<file path="src/rtl/filter.sv">
// Four-tap fixed-coefficient FIR stage: delay line, product registers, then a registered sum.
// All arithmetic wraps modulo 2^WIDTH. Output lags the sampling edge by two clocks.
module filter #(
  parameter int          WIDTH = 32,
  parameter int unsigned C0    = 1,
  parameter int unsigned C1    = 2,
  parameter int unsigned C2    = 3,
  parameter int unsigned C3    = 4
) (
  input  logic             clk,
  input  logic             reset,
  input  logic [WIDTH-1:0] x,
  output logic [WIDTH-1:0] y
);

  localparam logic [WIDTH-1:0] K0 = WIDTH'(C0);
  localparam logic [WIDTH-1:0] K1 = WIDTH'(C1);
  localparam logic [WIDTH-1:0] K2 = WIDTH'(C2);
  localparam logic [WIDTH-1:0] K3 = WIDTH'(C3);

  logic [WIDTH-1:0] d0, d1, d2, d3;
  logic [WIDTH-1:0] p0, p1, p2, p3;

  always_ff @(posedge clk) begin
    if (!reset) begin
      d0 <= '0;
      d1 <= '0;
      d2 <= '0;
      d3 <= '0;
    end else begin
      d0 <= x;
      d1 <= d0;
      d2 <= d1;
      d3 <= d2;
    end
  end

  // Products are kept at WIDTH bits, so each one wraps before the sum is formed.
  always_ff @(posedge clk) begin
    if (!reset) begin
      p0 <= '0;
      p1 <= '0;
      p2 <= '0;
      p3 <= '0;
    end else begin
      p0 <= d0 * K0;
      p1 <= d1 * K1;
      p2 <= d2 * K2;
      p3 <= d3 * K3;
    end
  end

  always_ff @(posedge clk) begin
    if (!reset) begin
      y <= '0;
    end else begin
      y <= p0 + p1 + p2 + p3;
    end
  end

endmodule

</file>
<file path="config.mk">
export PLATFORM = sky130hd
export DESIGN_NAME = filter
export DESIGN_NICKNAME = d
export VERILOG_FILES = /design/src/rtl/filter.sv
export SDC_FILE = /design/constraint.sdc
export NUM_CORES = 1
export LEC_CHECK = 0
export CAP_MARGIN = 20
export CORE_ASPECT_RATIO = 0.7
export CORE_MARGIN = 2
export CORE_UTILIZATION = 40
export CTS_BUF_LIST = sky130_fd_sc_hd__clkbuf_16
export DETAILED_ROUTE_END_ITERATION = 16
export GPL_TIMING_DRIVEN = 0
export PLACE_DENSITY = 0.64
export RECOVER_POWER = 50
export SLEW_MARGIN = 20
export SYNTH_ARGS = -nofsm -noshare
export SYNTH_HDL_FRONTEND = slang
export SYNTH_SLANG_ARGS = --single-unit
</file>
<file path="constraint.sdc">
create_clock -name clk -period 4.3 [get_ports clk]
set_input_delay 0.43 -clock clk [delete_from_list [all_inputs] [get_ports clk]]
set_output_delay 0.43 -clock clk [all_outputs]
set_load 0.02 [all_outputs]
</file>
==> flow_summary_export.csv <==
group,metric,value,unit
status,status,"completed",
setup_path,crit_type,"flop to flop",
yosys,muxShareOfSynthArea,0.00469,
setup_path,critPathCaptureType,"flop",
global_routing,grt_pass1_vias,7106,
global_routing,met3_usage,0.0287,
clock_network,cts_tree,"yes",
yosys,synth_edf_count,0,
timing,setup_viol,0,
setup_path,crit_required,4.70,ns
detailed_routing,wl,23600,µm
clock_network,numCtsBuffers,22,
setup_path,worst-path-buf-inv,3,
global_routing,grt_max_degree,15,
place,dp_slack,0.205,ns
timing,drv_slew,0,
detailed_routing,dr.first_iter.drc_count,387,
clock_network,cts_setup_buffers,0,
clock_network,clock_path_buffers,3,
place,port_buffers,65,
yosys,yosys_warnings,0,
setup_path,slowest_stage,"fa_1",
place,gp_congestion,0.887,
pwr,leakage,5.55,nW
detailed_routing,wl_per_cell,14.9,µm
global_routing,grt_use_met2,0.238,
yosys,synth_most_common_cell,"dfxtp_1",
setup_path,crit_family,"adder cells",
clock_network,holdBufCountCts,0,
yosys,ys_seq_elements,219,
yosys,avgSynthCellArea,9.50,µm²
yosys,synthCells,1123,
timing,worst_pin_slew,0.797,ns
timing,max_freq,246,MHz
global_routing,top_usage_layer,"met1",
timing,period_minus_slack,4.06,ns
yosys,synthArstFlopShare,0,
yosys,synth.top_cell.area_share,0.411,
die,core,25900,µm²
clock_network,clkSlewWorstSetupHoldPaths,0.06,ns
yosys,yosys.area_share.xor_xnor,0.0361,
clock_network,root_buffer,"clkbuf_16",
die,start_util,0.411,
clock_network,htreeDepth,1,
die,die_x,199,µm
timing,rsz0062_at_grt,"false",
detailed_routing,drt_first_pass_iters,5,
die,fp-row-count,49,
timing,max-slew-margin-rel,0.468,
setup_path,critPathMaxFanout,3,
yosys,yosysTopAreaCell,"dfxtp_1",
detailed_routing,viasPerCell,4.62,
timing,finalHoldViolCount,0,
clock_network,postCtsResizedCells,0,
setup_path,worst_setup_path_start_kind,"flop",
detailed_routing,drc,0,
die,dieArea,28000,µm²
yosys,yosys.area_share.adder,0.186,
pwr,p_per_area,360,nW/µm²
yosys,yosys.area_share.simple,0.167,
pwr,ir_drop,0.000216,V
global_routing,grt_pass1_wl,37900,µm
yosys,synth_compound_area_frac,0.116,
yosys,syn-num-nets,1279,
global_routing,grt_util_all_layers,0.172,
yosys,yosys-top-cells-count,"dfxtp_1 (219), inv_1 (188), and2_1 (135)",
yosys,yosysSeqAreaShare,0.411,
timing,worst_slack,0.242,ns
die,die_h,141,µm
timing,finClkSkew,0.0169,ns
timing,finalSetupTns,0,ns
cells_and_area,final_layout_size_suffix_gt1_frac,0.0432,
place,dp_hpwl,18400,µm
cells_and_area,final_nets,1368,
clock_network,clock_latency,0.51,ns
setup_path,slowest_delay,0.54,ns
yosys,synth_top_family_by_area,"adder cells",
global_routing,met1_usage,0.275,
timing,fin_crit_sh,0.944,
detailed_routing,ant_nets,0,
cells_and_area,diodes,0,
global_routing,antenna_found_initial,0,
cells_and_area,area_delta_synth_final,16.9,%
detailed_routing,num_vias,7320,
hold_path,worstHoldPathType,"flop to flop",
yosys,synthFlopType,"dfxtp_1",
yosys,syn_area,10700,µm²
yosys,ys_top_cells_by_area,"dfxtp_1 (41%), fa_1 (11%), and2_1 (7.9%)",
global_routing,grt_overflow,0,
setup_path,cp_data_arrival_time,4.45,ns
clock_network,cts_sinks,219,
die,ios,66,
yosys,synth_cell_type_count,63,
job,cap_violations,0,
setup_path,path_cells,"inv_1 -> fa_1 -> fa_1 -> inv_1 -> ha_1 -> inv_1 -> fa_1 -> nor2b_1 -> o31ai_2 -> a21oi_2 -> a21o_1 -> o22ai_1 -> o21a_1 -> nor3_1 -> o21ai_0 -> and3_1",
## power breakdown
part,switching (mW),internal (mW),total [mW]
Sequential,0.0268,2.11,2.13
Combinational,0.284,0.209,0.493
Clock,0.781,1.08,1.86
Total,1.09,3.40,4.49
## final timing paths
check                             from  endpoint  slack (ns)  cells after the start
worst max-delay path             d2[1]     y[28]        0.24                     16
worst min-delay path            d3[11]    p3[13]        0.42                      1
worst max register to register   d2[1]     y[28]        0.24                     16
worst min register to register  d3[11]    p3[13]        0.42                      1
## per-layer routing
metal | wire length [µm] | share of wire
met1 | 13000 | 0.55
met4 | 387 | 0.016
met5 | 0 | 0
met3 | 1300 | 0.055
met2 | 8970 | 0.38
## cell type report
class	instances	area [µm²]
fillers	2500	13500
inverters	188	706
clock buffers	23	576
flip-flops and latches	219	4380
multi-input cells	679	5450
clock inverters	16	121
well taps	357	447
repair buffers	65	651
plain buffers	37	143
## cells by family after synthesis
kind of cell,count (synthesis)
multiplexers,5
AO/OA/AOI/OAI,175
AND/OR/NAND/NOR,333
adder cells (fa/ha/maj),122
buffers and inverters,225
flip-flops,219
XOR/XNOR,44
## placed cells by master (no fill, tap or decap), types with 12 or more instances in the layout
cell type and instances:
and2_1 110, o21ai_0 19, fa_1 61, a21oi_1 48, xnor2_1 25, a21o_1 31
ha_1 61, dlygate4sd3_1 28, nor2_1 91, inv_1 193, xor2_1 19, clkdlybuf4s50_1 37
clkbuf_1 33, clkbuf_16 23, nor2b_1 12, nand3_1 13, and2_0 25, dfxtp_1 219
nand2_1 29, o21a_1 13
## metrics by stage
step / cell area (µm²) / total power, mW / utilization / hold WS (ns) / std cells
6_report: 12500 / 4.49 / 0.481 / 0.425 / 1584
5_1_grt: 12500 / 4.69 / 0.481 / 0.432 / 1584
4_1_cts: 12500 / 4.56 / 0.481 / 0.427 / 1584
3_5_place_dp: 11800 / 2.68 / 0.454 / 0.417 / 1545
3_3_place_gp: 11800 / 2.68 / 0.454 / 0.414 / 1545
2_1_floorplan: 10700 / 2.49 / - / 0.412 / 1123
## worst register-to-register path, cell delays in order (launching register included)
cell	delay (ns)
dfxtp_1	0.36
inv_1	0.11
fa_1	0.54
fa_1	0.41
inv_1	0.07
ha_1	0.19
inv_1	0.07
fa_1	0.38
nor2b_1	0.23
o31ai_2	0.12
a21oi_2	0.28
a21o_1	0.23
o22ai_1	0.12
o21a_1	0.26
nor3_1	0.27
o21ai_0	0.11
and3_1	0.20
## flip-flops by register name (all words and copies together), names as in the netlist
register  flops
d0           32
d3           30
y            32
p0           32
p3           30
d2           32
p2           31
(Power assumes the default switching activity.)
